`config.mk`:
```
export PLATFORM = sky130hd
export DESIGN_NAME = stopwatch_counter_flat
export DESIGN_NICKNAME = d
export VERILOG_FILES = /design/src/rtl/stopwatch_pkg.sv /design/src/rtl/stopwatch_counter_if.sv /design/src/rtl/stopwatch_tick_gen.sv /design/src/rtl/stopwatch_counter.sv /design/src/flat_wrapper.sv
export SDC_FILE = /design/constraint.sdc
export NUM_CORES = 1
export LEC_CHECK = 0
export ABC_AREA = 0
export CAP_MARGIN = 20
export CORE_ASPECT_RATIO = 0.75
export CORE_MARGIN = 2
export CORE_UTILIZATION = 40
export CTS_CLUSTER_DIAMETER = 80
export CTS_CLUSTER_SIZE = 30
export DETAILED_ROUTE_END_ITERATION = 10
export GPL_ROUTABILITY_DRIVEN = 0
export PLACE_DENSITY_LB_ADDON = 0.1
export SLEW_MARGIN = 20
export SYNTH_ARGS = -nofsm -noshare
export SYNTH_HDL_FRONTEND = slang
export SYNTH_SLANG_ARGS = --single-unit
```
`constraint.sdc`:
```
create_clock -name clk -period 4.1 [get_ports clk]
set_input_delay 0.82 -clock clk [delete_from_list [all_inputs] [get_ports clk]]
set_output_delay 0.82 -clock clk [all_outputs]
set_load 0.01 [all_outputs]
```
`src/rtl/stopwatch_pkg.sv`:
```
// Shared definitions for the stopwatch: enable codes driven by the FSM and
// the BCD digit limits used by the MM:SS.cc counter chain.
package stopwatch_pkg;

  localparam logic [1:0] EN_CLEAR = 2'b00;
  localparam logic [1:0] EN_RUN   = 2'b01;
  localparam logic [1:0] EN_HOLD  = 2'b10;

  localparam logic [3:0] DIG_MAX_DEC = 4'd9;
  localparam logic [3:0] DIG_MAX_SEX = 4'd5;

  // Digit order, least significant first: cs_ones, cs_tens, sec_ones,
  // sec_tens, min_ones, min_tens.
  localparam int NUM_DIGITS = 6;

  function automatic logic [3:0] digit_max(input int idx);
    return (idx == 3 || idx == 5) ? DIG_MAX_SEX : DIG_MAX_DEC;
  endfunction

  // The unused code 2'b11 behaves like clear.
  function automatic logic is_clear(input logic [1:0] en);
    return (en != EN_RUN) && (en != EN_HOLD);
  endfunction

endpackage

```
`src/rtl/stopwatch_counter_if.sv`:
```
// Mode input and time/status outputs of the stopwatch counter, bundled for
// the FSM (master) and the counter (slave).
interface stopwatch_counter_if;
  logic [1:0] en;
  logic [3:0] cs_ones;
  logic [3:0] cs_tens;
  logic [3:0] sec_ones;
  logic [3:0] sec_tens;
  logic [3:0] min_ones;
  logic [3:0] min_tens;
  logic       tick;
  logic       overflow;

  modport master (
    output en,
    input  cs_ones, cs_tens, sec_ones, sec_tens, min_ones, min_tens,
    input  tick, overflow
  );

  modport slave (
    input  en,
    output cs_ones, cs_tens, sec_ones, sec_tens, min_ones, min_tens,
    output tick, overflow
  );
endinterface

```
`src/rtl/stopwatch_tick_gen.sv`:
```
// Prescaler dividing the system clock by DIV; tick is the combinational
// increment strobe, high while running on the last prescaler count.
module stopwatch_tick_gen #(
  parameter int DIV = 4
) (
  input  logic clk,
  input  logic reset,
  input  logic run,
  input  logic clr,
  output logic tick
);

  localparam int W = $clog2(DIV);
  localparam logic [W-1:0] LAST = W'(DIV - 1);

  logic [W-1:0] prescale_reg;

  assign tick = run && (prescale_reg == LAST);

  // Neither run nor clr means hold: the partial period is kept for resume.
  always_ff @(posedge clk) begin
    if (reset || clr) begin
      prescale_reg <= '0;
    end else if (run) begin
      prescale_reg <= tick ? '0 : prescale_reg + W'(1);
    end
  end

endmodule

```
`src/rtl/stopwatch_counter.sv`:
```
// Elapsed-time counter MM:SS.cc in six BCD digits, advanced by the prescaler
// strobe, with a sticky overflow flag on the 59:59.99 wrap.
module stopwatch_counter
  import stopwatch_pkg::*;
#(
  parameter int CLK_FREQ_HZ = 100_000_000,
  parameter int TICK_HZ     = 100
) (
  input  logic                clk,
  input  logic                reset,
  stopwatch_counter_if.slave  sw
);

  localparam int DIV = CLK_FREQ_HZ / TICK_HZ;

  logic run;
  logic clr;
  logic inc;

  assign run = (sw.en == EN_RUN);
  assign clr = is_clear(sw.en);

  stopwatch_tick_gen #(
    .DIV (DIV)
  ) u_tick_gen (
    .clk   (clk),
    .reset (reset),
    .run   (run),
    .clr   (clr),
    .tick  (inc)
  );

  logic [NUM_DIGITS:0]     carry;
  logic [4*NUM_DIGITS-1:0] digits_reg;
  logic [4*NUM_DIGITS-1:0] digits_next;
  logic                    tick_reg;
  logic                    overflow_reg;

  assign carry[0] = inc;

  // Carry ripples through all digits in one cycle; >= keeps a stray
  // out-of-range value from ever counting past its limit.
  for (genvar gi = 0; gi < NUM_DIGITS; gi++) begin : g_digit
    logic [3:0] cur;
    logic       at_max;

    assign cur          = digits_reg[gi*4 +: 4];
    assign at_max       = (cur >= digit_max(gi));
    assign carry[gi+1]  = carry[gi] && at_max;
    assign digits_next[gi*4 +: 4] = clr       ? 4'd0 :
                                    !carry[gi] ? cur  :
                                    at_max    ? 4'd0 : cur + 4'd1;
  end

  always_ff @(posedge clk) begin
    if (reset) begin
      digits_reg   <= '0;
      tick_reg     <= 1'b0;
      overflow_reg <= 1'b0;
    end else begin
      digits_reg   <= digits_next;
      tick_reg     <= inc;
      overflow_reg <= clr ? 1'b0 : (overflow_reg | carry[NUM_DIGITS]);
    end
  end

  assign sw.cs_ones  = digits_reg[3:0];
  assign sw.cs_tens  = digits_reg[7:4];
  assign sw.sec_ones = digits_reg[11:8];
  assign sw.sec_tens = digits_reg[15:12];
  assign sw.min_ones = digits_reg[19:16];
  assign sw.min_tens = digits_reg[23:20];
  assign sw.tick     = tick_reg;
  assign sw.overflow = overflow_reg;

endmodule

```
`src/flat_wrapper.sv`:
```
// flat-port wrapper written by rule: the top's interface ports become plain ports
module stopwatch_counter_flat import stopwatch_pkg::*;
#(
  parameter int CLK_FREQ_HZ = 100_000_000,
  parameter int TICK_HZ     = 100
)
  (clk, reset, sw_en, sw_cs_ones, sw_cs_tens, sw_sec_ones, sw_sec_tens, sw_min_ones, sw_min_tens, sw_tick, sw_overflow);
  stopwatch_counter_if sw_i ();
  input  logic clk;
  input  logic reset;
  input wire logic [$bits(sw_i.en)-1:0] sw_en;
  output wire logic [$bits(sw_i.cs_ones)-1:0] sw_cs_ones;
  output wire logic [$bits(sw_i.cs_tens)-1:0] sw_cs_tens;
  output wire logic [$bits(sw_i.sec_ones)-1:0] sw_sec_ones;
  output wire logic [$bits(sw_i.sec_tens)-1:0] sw_sec_tens;
  output wire logic [$bits(sw_i.min_ones)-1:0] sw_min_ones;
  output wire logic [$bits(sw_i.min_tens)-1:0] sw_min_tens;
  output wire logic [$bits(sw_i.tick)-1:0] sw_tick;
  output wire logic [$bits(sw_i.overflow)-1:0] sw_overflow;
  assign sw_i.en = sw_en;
  assign sw_cs_ones = sw_i.cs_ones;
  assign sw_cs_tens = sw_i.cs_tens;
  assign sw_sec_ones = sw_i.sec_ones;
  assign sw_sec_tens = sw_i.sec_tens;
  assign sw_min_ones = sw_i.min_ones;
  assign sw_min_tens = sw_i.min_tens;
  assign sw_tick = sw_i.tick;
  assign sw_overflow = sw_i.overflow;
  stopwatch_counter #(.CLK_FREQ_HZ(CLK_FREQ_HZ), .TICK_HZ(TICK_HZ)) u_core (.clk(clk), .reset(reset), .sw(sw_i));
endmodule
```
Word level (Yosys, flattened, before mapping)
Index checks and enable logic that the tools add are counted.

Output and inout port bits: 26. Word-level logic and storage cells: 44. Bits in registers: 46. Input port bits: 4.

$lt $le $gt $ge: 6. Equal/unequal tests: 4. Reduce and logical (&&, ||, !) cells: 10. Bitwise operators: 1. Multiplexer cells: 7. Add/subtract/negate cells: 7.

Operators by type and width (number): 4-bit by 1-bit adder with 4-bit output, second input constant (6); 4-bit two-way mux (6); 20-bit by 1-bit adder with 20-bit output, second input constant (1); 20-bit equality test, second input constant (1); 20-bit two-way mux (1); 4-bit greater-or-equal comparator, second input constant (4); 4-bit by 3-bit greater-or-equal comparator with 1-bit output, second input constant (2); 1-bit logical AND (8); 2-bit by 1-bit equality test with 1-bit output, second input constant (1); 2-bit by 1-bit != test with 1-bit output, second input constant (1); 2-bit != test, second input constant (1); 2-bit OR reduction (1); 1-bit logical OR (1); 1-bit OR (1).

Logic depth before layout (Yosys ltp)
Gate-level depths: netlist (run 1).

Word-level depth: 9. Gate-level depth with buffers: 10. Depth with buffers taken out: 7.

Cells and area by module
Synthesis (run 1) repeated with hierarchy kept, for this count alone.

Cells, all modules: 267. Area, all modules: 2431.1 µm².

Modules (own cells, without submodules): stopwatch_counter (area each 1430.1 µm², sequential area each 520.5 µm², instances 1, cells an instance 157); stopwatch_tick_gen (area each 1001.0 µm², sequential area each 400.4 µm², instances 1, cells an instance 110).

Worst setup path before layout (run 1)
Ideal clock, no wire load.

Path type: input port to flip-flop. Start point: input port sw_en[1]. End point: register u_core.digits_reg[11]. Slack: 1.397 ns. Cell stages on the path: 10. Path buffers: 3. Library setup time: 0.116 ns. Data required time: 3.984 ns. Data arrival time: 2.587 ns. Path through: inv_1 > ha_1 > nand4_2 > or2_1 > buf_6 > or3_1 > buf_2 > or2_1 > buf_6 > o211a_1.

Cells in the longest elaborated chain, start to end: 4. Elaborated cells on any way between the ends: 8. Those cells by class: eq/ne (3); reduce/logical (5).

Ends and longest elaborated chain: start: declaration (line flat_wrapper.sv:11) `input wire logic [$bits(sw_i.en)-1:0] sw_en;`; 2-bit by 1-bit equality test with 1-bit output (line stopwatch_counter.sv:20) `assign run = (sw.en == EN_RUN);`; 1-bit logical AND (line stopwatch_tick_gen.sv:18) `assign tick = run && (prescale_reg == LAST);`; 1-bit logical AND (2 in a row) (line stopwatch_counter.sv:49) `assign carry[gi+1] = carry[gi] && at_max;`; end signal: assignment (line stopwatch_counter.sv:61) `digits_reg <= digits_next;`; end: declaration (line stopwatch_counter.sv:34) `logic [4*NUM_DIGITS-1:0] digits_reg;`.

Parallel ways exist; a longest one is shown, timed or not. A chain may end at the register's enable or synchronous reset.

Final worst setup path (run 1)
Start point: input port sw_en[1]. End point: register u_core.digits_reg[13].

Cells in the longest elaborated chain, start to end: 5. Elaborated cells on any way between the ends: 9. Those cells by class: eq/ne (3); reduce/logical (6).

Ends and longest elaborated chain (line): 2-bit by 1-bit equality test with 1-bit output (stopwatch_counter.sv:20); 1-bit logical AND (stopwatch_tick_gen.sv:18); 1-bit logical AND (3 in a row) (stopwatch_counter.sv:49).

Parallel ways exist; a longest one is shown, timed or not.

==> results of run 1 <==
==> Yosys cell counts, drive strengths merged, types with 4 or more instances <==
master / count / area share [%]
a21oi: 17 / 3.5
and3: 6 / 1.6
buf: 4 / 1.3
clkbuf: 7 / 1.1
dfxtp: 46 / 38
ha: 20 / 10
inv: 16 / 2.5
mux2i: 4 / 1.7
nand2: 18 / 2.8
nand2b: 4 / 1.0
nand3: 15 / 3.1
nand4: 13 / 3.6
nand4b: 4 / 1.4
nor2: 33 / 5.1
nor3: 9 / 2.1
o21ai: 10 / 2.1
o31ai: 4 / 1.2
xnor2: 5 / 1.8
xor2: 12 / 4.3
==> cell usage in the layout, fill, tap and decap left out, types with 2 or more instances in the layout <==
cell type,instances
a41oi_1,2
nor2_1,33
xor2_1,12
inv_1,16
nor4_1,2
nand2_1,18
or2_1,2
nand3b_1,3
nand4b_1,4
or3_1,3
a31oi_1,3
mux2i_1,4
nor4b_1,3
clkdlybuf4s50_1,29
nor2b_1,3
clkbuf_8,6
nand4_1,12
and2_1,2
o31ai_1,4
ha_1,20
or3b_2,2
dfxtp_1,46
nor3_1,8
nand3_1,15
o21ai_0,9
buf_4,4
and3_1,6
a21oi_1,17
xnor2_1,5
nand2b_1,4
==> metrics by stage <==
| stage | total power (W) | setup WS [ns] | area [um^2] | utilization (%) | instances |
|---|---|---|---|---|---|
| 4_1_cts | 0.000766 | 1.13 | 2870 | 49.2 | 391 |
| 3_3_place_gp | 0.000481 | 0.855 | 2780 | 47.7 | 383 |
| 5_1_grt | 0.000792 | 0.967 | 2870 | 49.2 | 391 |
| 3_5_place_dp | 0.000480 | 0.801 | 2780 | 47.7 | 383 |
| 6_report | 0.000756 | 1.13 | 2870 | 49.2 | 391 |
| 2_1_floorplan | 0.000472 | 1.40 | 2420 | - | 283 |
==> report_power, final <==
part           total [W]  leakage [nW]  switching (W)  internal [W]
logic          0.0000221         0.602      0.0000154    0.00000668
registers       0.000447         0.370    0.000000579      0.000447
clock network   0.000287        0.0482       0.000151      0.000136
==> routing by layer <==
metal / vias to the layer above / GRT usage, % / share of wire [%]
met3: 5 / 3.68 / 3.8
met2: 40 / 22.9 / 40
met1: 942 / 24.0 / 55
met5: - / 0 / 0
met4: 0 / 5.31 / 1.1
li1: 1056 / - / -
==> area by class of cell <==
type / instances / area (um^2)
repair buffers: 33 / 320
fillers: 569 / 2960
multi-input cells: 210 / 1380
inverters: 16 / 60.1
clock inverters: 1 / 5.00
well taps: 78 / 97.6
flip-flops and latches: 46 / 921
clock buffers: 7 / 86.3
==> logic make-up (layout without fill, tap and decap cells) <==
family,after synthesis,count (layout)
buffers and inverters,27,57
multiplexers,4,4
AND/OR/NAND/NOR,127,127
AO/OA/AOI/OAI,42,42
flip-flops,46,46
adder cells (fa/ha/maj),20,20
XOR/XNOR,17,17
==> how the worst max path moves through the flow <==
stage | endpoint | startpoint | slack (ns) | cells after the start
4_1_cts | u_core.digits_reg[13] | sw_en[1] | 1.13 | 8
5_1_grt | u_core.digits_reg[14] | sw_en[1] | 0.97 | 8
3_3_place_gp | u_core.digits_reg[14] | sw_en[0] | 0.85 | 7
3_5_place_dp | u_core.digits_reg[13] | sw_en[1] | 0.80 | 8
2_1_floorplan | u_core.digits_reg[11] | sw_en[1] | 1.40 | 10
6_report | u_core.digits_reg[13] | sw_en[1] | 1.13 | 8
==> worst max-delay path, delay by kind of cell <==
kind | cells | cell delay, ns
adder cells (fa/ha/maj) | 1 | 0.28
buffers and inverters | 2 | 0.46
multiplexers | 1 | 0.15
AND/OR/NAND/NOR | 4 | 1.43
==> impl_metrics.ini, run 1 <==
[status]
status = completed

[layout]
syn_to_final_growth_pct = 18.6
drive_gt1_share_pct = 5.11
largest_reg_flops = 24
final_net_count = 336
diodes = 0

[drt]
drtIter0Drc = 93
drc_errors = 0
postRouteWirelength_um = 5070
dr.pass1.iters = 4
final_antenna_net_count = 0
wl_per_cell_um = 13.0
via_count = 2043
via_per_inst = 5.23

[sta]
holdWs_ns = 0.488
drv_slew = 0
skew_ns = 0.00518
fin_crit_sh_pct = 72.3
fmax_mhz = 337
grt_setup_unrepaired = no
hold_viol_final = 0
worst_pin_slew_ns = 1.09
fin_setup_tns_ns = 0
timing.max_slew.rel_slack_pct = 27.0
period_minus_slack_ns = 2.97
setup_viol = 0

[power_and_ir_drop]
p_per_area_nw_per_um2 = 264
power_leakage_nw = 1.02
ir_drop_v = 0.000135

[critical_path]
slowest_stage = or3_1
max_stage_delay_ns = 0.53
r2r_slack_ns = 1.80
worstPathMaxFanout = 9
end_kind = register
r2r_cells = 7
worstPathCellList = clkdlybuf4s50_1 -> inv_1 -> ha_1 -> nand4_2 -> or2_1 -> or3_1 -> or2_1 -> mux2i_1
crit_arrival_ns = 3.15
crit_required_ns = 4.28
rr_startpoint = u_core.digits_reg[8]
timing.rr.end = u_core.digits_reg[19]
critical_path_class = in -> reg
startpoint_type = input port
cp_common_cell = or2_1

[clock_tree]
cts_tree = built
root_buffer = clkbuf_8
post-cts-setup-buffers = 0
cts_buffers = 5
worstSkewPairLatency_ns = 0.29
htreeDepth = 2
ctsHoldBuffers = 0
clk_path_buf_depth = 2
clk_pin_slew_ns = 0.08
cts_sinks = 46
post_cts_resized = 0

[logic_synthesis]
synth_mux_area_share_pct = 1.66
ys_types = 44
synth-xor-area-share_pct = 6.16
synth-edff-count = 0
syn_nets = 307
synthSimpleGateAreaFrac_pct = 28.3
synth_compound_area_share_pct = 10.6
ys_seq_elements = 46
ys.warnings.count = 0
syn_inst = 283
syn_area_um2 = 2420
synthFlopType = dfxtp_1
synthAdderAreaFrac_pct = 10.4
synth_area_per_cell_um2 = 8.54
synth_top_family_by_area = simple AND/OR/NAND/NOR gates
yosysSeqAreaShare_pct = 38.1
ys_async_sr_fraction_pct = 0

[global_route]
grt_max_degree = 24
antenna_found_initial = 0
grt_pass1_vias = 1886
grt_usage_pct = 16.1
overflow = 0
grt_pass1_wl_um = 8650

[run]
drv_cap = 0

[floorplan]
die_x_um = 93.8
row_count = 24
die-area_um2 = 6690
coreArea_um2 = 5830
die_h_um = 71.3
start_util_pct = 41.5
ioPinCount = 30

[place]
io_buffers = 29
hpwl_um = 3650

[worst_hold_path]
min_path_type = reg -> reg
min_from = u_core.sw.overflow
hold-path-cell-count = 2
holdPathEnd = u_core.sw.overflow
(Power assumes the default switching activity.)
==> run 2: changes to the inputs <==
==> constraint.sdc (replaced) <==
create_clock -name clk -period 2.9 [get_ports clk]
set_input_delay 0.58 -clock clk [delete_from_list [all_inputs] [get_ports clk]]
set_output_delay 0.58 -clock clk [all_outputs]
set_load 0.01 [all_outputs]
==> run 2 against run 1 <==
Effect of this change:
- global-route usage up 0.87 points
- hold slack worse by 0.0054 ns
- core utilization up 1.1 points
- highest routed layer unchanged
==> impl_metrics.ini, run 2 (synthesis gave the netlist of run 1 again) <==
[layout]
fin_area_um2 = 2930
layout_commonest_cell = dfxtp_1
final_cell_mix = 46 x dfxtp_1, 33 x nor2_1, 29 x clkdlybuf4s50_1
largest_reg_flops = 24
syn_to_final_growth_pct = 21.3
fill_cells = 582
drive_gt1_share_pct = 7.17
layout.cells.non_filler = 399
diodes = 0
final_net_count = 345

[place]
io_buffers = 29
hpwl_um = 3850
place_area_um2 = 2860
dp.cells = 392

[floorplan]
row_count = 24
die_h_um = 71.3
die-area_um2 = 6690
die_x_um = 93.8
start_util_pct = 41.5
coreArea_um2 = 5830
ioPinCount = 30

[clock_tree]
cts_tree = built
post-cts-setup-buffers = 0
post_cts_resized = 0
root_buffer = clkbuf_8
cts_buffers = 5
worstSkewPairLatency_ns = 0.30
htreeDepth = 2
clk_pin_slew_ns = 0.08
ctsHoldBuffers = 0
clk_path_buf_depth = 2
cts_sinks = 46

[global_route]
grt_pass1_wl_um = 9050
grt_max_degree = 18
grt_pass1_vias = 1930
overflow = 0
grt_usage_pct = 16.9
antenna_found_initial = 0

[drt]
drtIter0Drc = 139
drc_errors = 0
via_per_inst = 5.20
wl_per_cell_um = 13.2
via_count = 2076
final_antenna_net_count = 0
dr.pass1.iters = 4
postRouteWirelength_um = 5290

[sta]
hold_viol_final = 0
timing.max_slew.rel_slack_pct = 45.0
drv_slew = 0
setup_viol = 0
fin_crit_sh_pct = 84.0
period_minus_slack_ns = 2.44
skew_ns = 0.00756
fin_setup_tns_ns = 0
worst_pin_slew_ns = 0.817
grt_setup_unrepaired = no
fmax_mhz = 411

[critical_path]
startpoint_type = input port
end_kind = register
max_stage_delay_ns = 0.53
slowest_stage = or3_1
crit_required_ns = 3.09
worstPathCellList = clkdlybuf4s50_1 -> ha_1 -> nand4_2 -> or2_1 -> or3_1 -> buf_4 -> o21ai_0 -> a21oi_1
worstPathMaxFanout = 11
r2r_slack_ns = 0.60
critical_path_class = in -> reg
crit_arrival_ns = 2.62

[power_and_ir_drop]
p_per_area_nw_per_um2 = 355
power_leakage_nw = 1.06
ir_drop_v = 0.000147

[worst_hold_path]
min_path_type = reg -> reg

[status]
status = completed

[run]
drv_cap = 0
run 2: changes by cell type in the layout (fill, tap and decap cells not counted), sizes merged:
| cell | change |
|---|---|
| buf | +9 |
| clkinv | -1 |
run 2: worst paths after layout:
check | from | end | cells after the start
setup / recovery | sw_en[0] | u_core.digits_reg[16] | 8
hold / removal | u_core.sw.overflow | u_core.sw.overflow | 2
setup reg to reg | u_core.digits_reg[0] | u_core.digits_reg[22] | 7
hold reg to reg | u_core.sw.overflow | u_core.sw.overflow | 2
run 2: critical path, delay by kind of cell:
family,cells,cell delay (ns)
simple gates,3,0.92
buf+inv,2,0.70
compound gates,2,0.24
fa+ha+maj,1,0.18
run 2: per-stage QoR:
| step | utilization (%) | setup slack [ns] | total power, W | hold WS [ns] |
|---|---|---|---|---|
| final | 50.3 | 0.464 | 0.00104 | 0.482 |
| after global routing | 50.3 | 0.336 | 0.00109 | 0.532 |
| after CTS | 50.3 | 0.448 | 0.00106 | 0.486 |
| after detailed placement | 49.0 | 0.142 | 0.000687 | 0.463 |
| after global placement | 49.0 | 0.198 | 0.000687 | 0.470 |
| after floorplan | - | 0.437 | 0.000668 | 0.472 |
run 2: where the power goes:
group | total, W | internal, W | switching, W
combinational | 0.0000398 | 0.0000156 | 0.0000242
sequential | 0.000632 | 0.000632 | 0.000000759
clock | 0.000370 | 0.000166 | 0.000204
run 2: layout make-up:
class	instances	area (um^2)	share of cell area, %
Sequential cell	46	921	31.4
Tap cell	78	97.6	3.33
Timing Repair Buffer	42	400	13.7
Multi-Input combinational cell	210	1380	47.0
Clock buffer	7	76.3	2.60
Inverter	16	60.1	2.05
run 2: routing by layer:
layer	track usage [%]	wire length, um
met1	25.3	2900
met2	23.8	2130
met3	4.21	223
met4	5.64	30
met5	0	0
==> run 3: changes to the inputs <==
==> constraint.sdc (replaced) <==
create_clock -name clk -period 2.3 [get_ports clk]
set_input_delay 0.46 -clock clk [delete_from_list [all_inputs] [get_ports clk]]
set_output_delay 0.46 -clock clk [all_outputs]
set_load 0.01 [all_outputs]
==> run 3 against run 2 <==
Effect of this change:
- power rose by 30%
- combinational power rose by 28%
- wire length rose by 1.9%
- via count rose by 0.92%
- sequential cell count did not move
- critical endpoint is now u_core.digits_reg[11]
- largest power group unchanged
==> impl_metrics.ini, run 3 (synthesis gave the netlist of run 1 again) <==
[status]
status = completed

[place]
place_ws_ns = -0.298
io_buffers = 29
hpwl_um = 3900

[clock_tree]
cts_buffers = 5
root_buffer = clkbuf_8
clk_pin_slew_ns = 0.09
clk_path_buf_depth = 2
worstSkewPairLatency_ns = 0.29
cts_sinks = 46
cts_tree = built
htreeDepth = 2

[floorplan]
start_util_pct = 41.5
ioPinCount = 30
die_h_um = 71.3
row_count = 24
die-area_um2 = 6690
coreArea_um2 = 5830
die_x_um = 93.8

[critical_path]
max_stage_delay_ns = 0.47
critical_path_class = in -> reg
cp_top_family = simple AND/OR/NAND/NOR gates
worstPathMaxFanout = 4
startpoint_type = input port
path_buf_inv = 1
slowest_stage = clkdlybuf4s50_1
end_kind = register
worstPathCellList = clkdlybuf4s50_1 -> ha_2 -> nand4_2 -> or2_1 -> or3_4 -> or2_1 -> o211a_1
crit_arrival_ns = 2.39
crit_required_ns = 2.49
cp_common_cell = or2_1

[sta]
worst_pin_slew_ns = 0.676
hold_viol_final = 0
holdWs_ns = 0.480
fmax_mhz = 454
fin_crit_sh_pct = 95.7
skew_ns = 0.00784
setup_viol = 0
fin_setup_tns_ns = 0
drv_slew = 0
setup_slack_ns = 0.0986
grt_setup_unrepaired = no
period_minus_slack_ns = 2.20
timing.max_slew.rel_slack_pct = 54.9

[drt]
wl_met3_um = 186
via_count = 2095
via_per_inst = 5.06
drc_errors = 0
final_antenna_net_count = 0
postRouteWirelength_um = 5390
met2_length_um = 2110
dr.pass1.iters = 4
drtIter0Drc = 130
met1_length_um = 3070
top_layer_used = met4
wl_per_cell_um = 13.0

[layout]
final_net_count = 359
layout_commonest_cell = dfxtp_1
diodes = 0
fill_cells = 582
syn_to_final_growth_pct = 27.6
final_cell_mix = 46 x dfxtp_1, 33 x nor2_1, 29 x clkdlybuf4s50_1
drive_gt1_share_pct = 13.7
largest_reg_flops = 24

[run]
drv_cap = 0

[power_and_ir_drop]
total_power_w = 0.00135
ir_drop_v = 0.000236
power_leakage_nw = 1.14
p_per_area_nw_per_um2 = 438

[global_route]
antenna_found_initial = 0
grt_pass1_vias = 1989
grt_pass1_wl_um = 9470
grt_usage_pct = 17.6
overflow = 0
grt_max_degree = 18

[worst_hold_path]
min_path_type = reg -> reg
run 3: layout make-up:
cell class	instances	area, um^2	area share (%)
inverter	16	60.1	1.95
tap	78	97.6	3.16
timing repair buffer	56	505	16.4
multi-input combinational	210	1410	45.7
sequential	46	921	29.8
clock buffer	7	86.3	2.80
clock inverter	1	5.00	0.162
run 3: repair_timing:
action / 4_1_cts / 5_1_grt
gates resized for setup: 0 / 6
hold buffers: 0 / 0
buffers inserted: 0 / 1
endpoints found under the setup margin: 0 / 15
hold endpoints to repair: 0 / 0
run 3: power by group:
group | total, W | switching (W) | leakage [nW] | internal [W]
clock | 0.000504 | 0.000261 | 0.0482 | 0.000243
combinational | 0.0000509 | 0.0000309 | 0.721 | 0.0000200
sequential | 0.000797 | 0.00000101 | 0.370 | 0.000796
run 3: worst paths after layout:
| kind | from | endpoint | slack [ns] | cells past startpoint |
|---|---|---|---|---|
| worst max-delay path | sw_en[0] | u_core.digits_reg[11] | 0.1 | 7 |
| worst max register to register | u_core.digits_reg[0] | u_core.digits_reg[22] | 0.20 | 7 |
| worst min register to register | u_core.sw.overflow | u_core.sw.overflow | 0.48 | 2 |
| worst min-delay path | u_core.sw.overflow | u_core.sw.overflow | 0.48 | 2 |
run 3: stage by stage:
step                area (um^2)  std cells  util (%)
CTS                        3050        413      52.3
floorplan                  2420        283         -
global route               3090        414      53.0
finish                     3090        414      53.0
global placement           2960        405      50.8
detailed placement         2960        405      50.8
run 3: worst min-delay path, cell delays in order (launching register included):
cell and delay [ns]:
dfxtp_1 0.33, a31oi_1 0.04, nor2_1 0.07
run 3: layer usage:
metal / vias up / GRT usage [%]
met2: 31 / 24.4
met3: 2 / 4.00
met5: - / 0
li1: 1100 / -
met4: 0 / 4.51
met1: 962 / 27.2
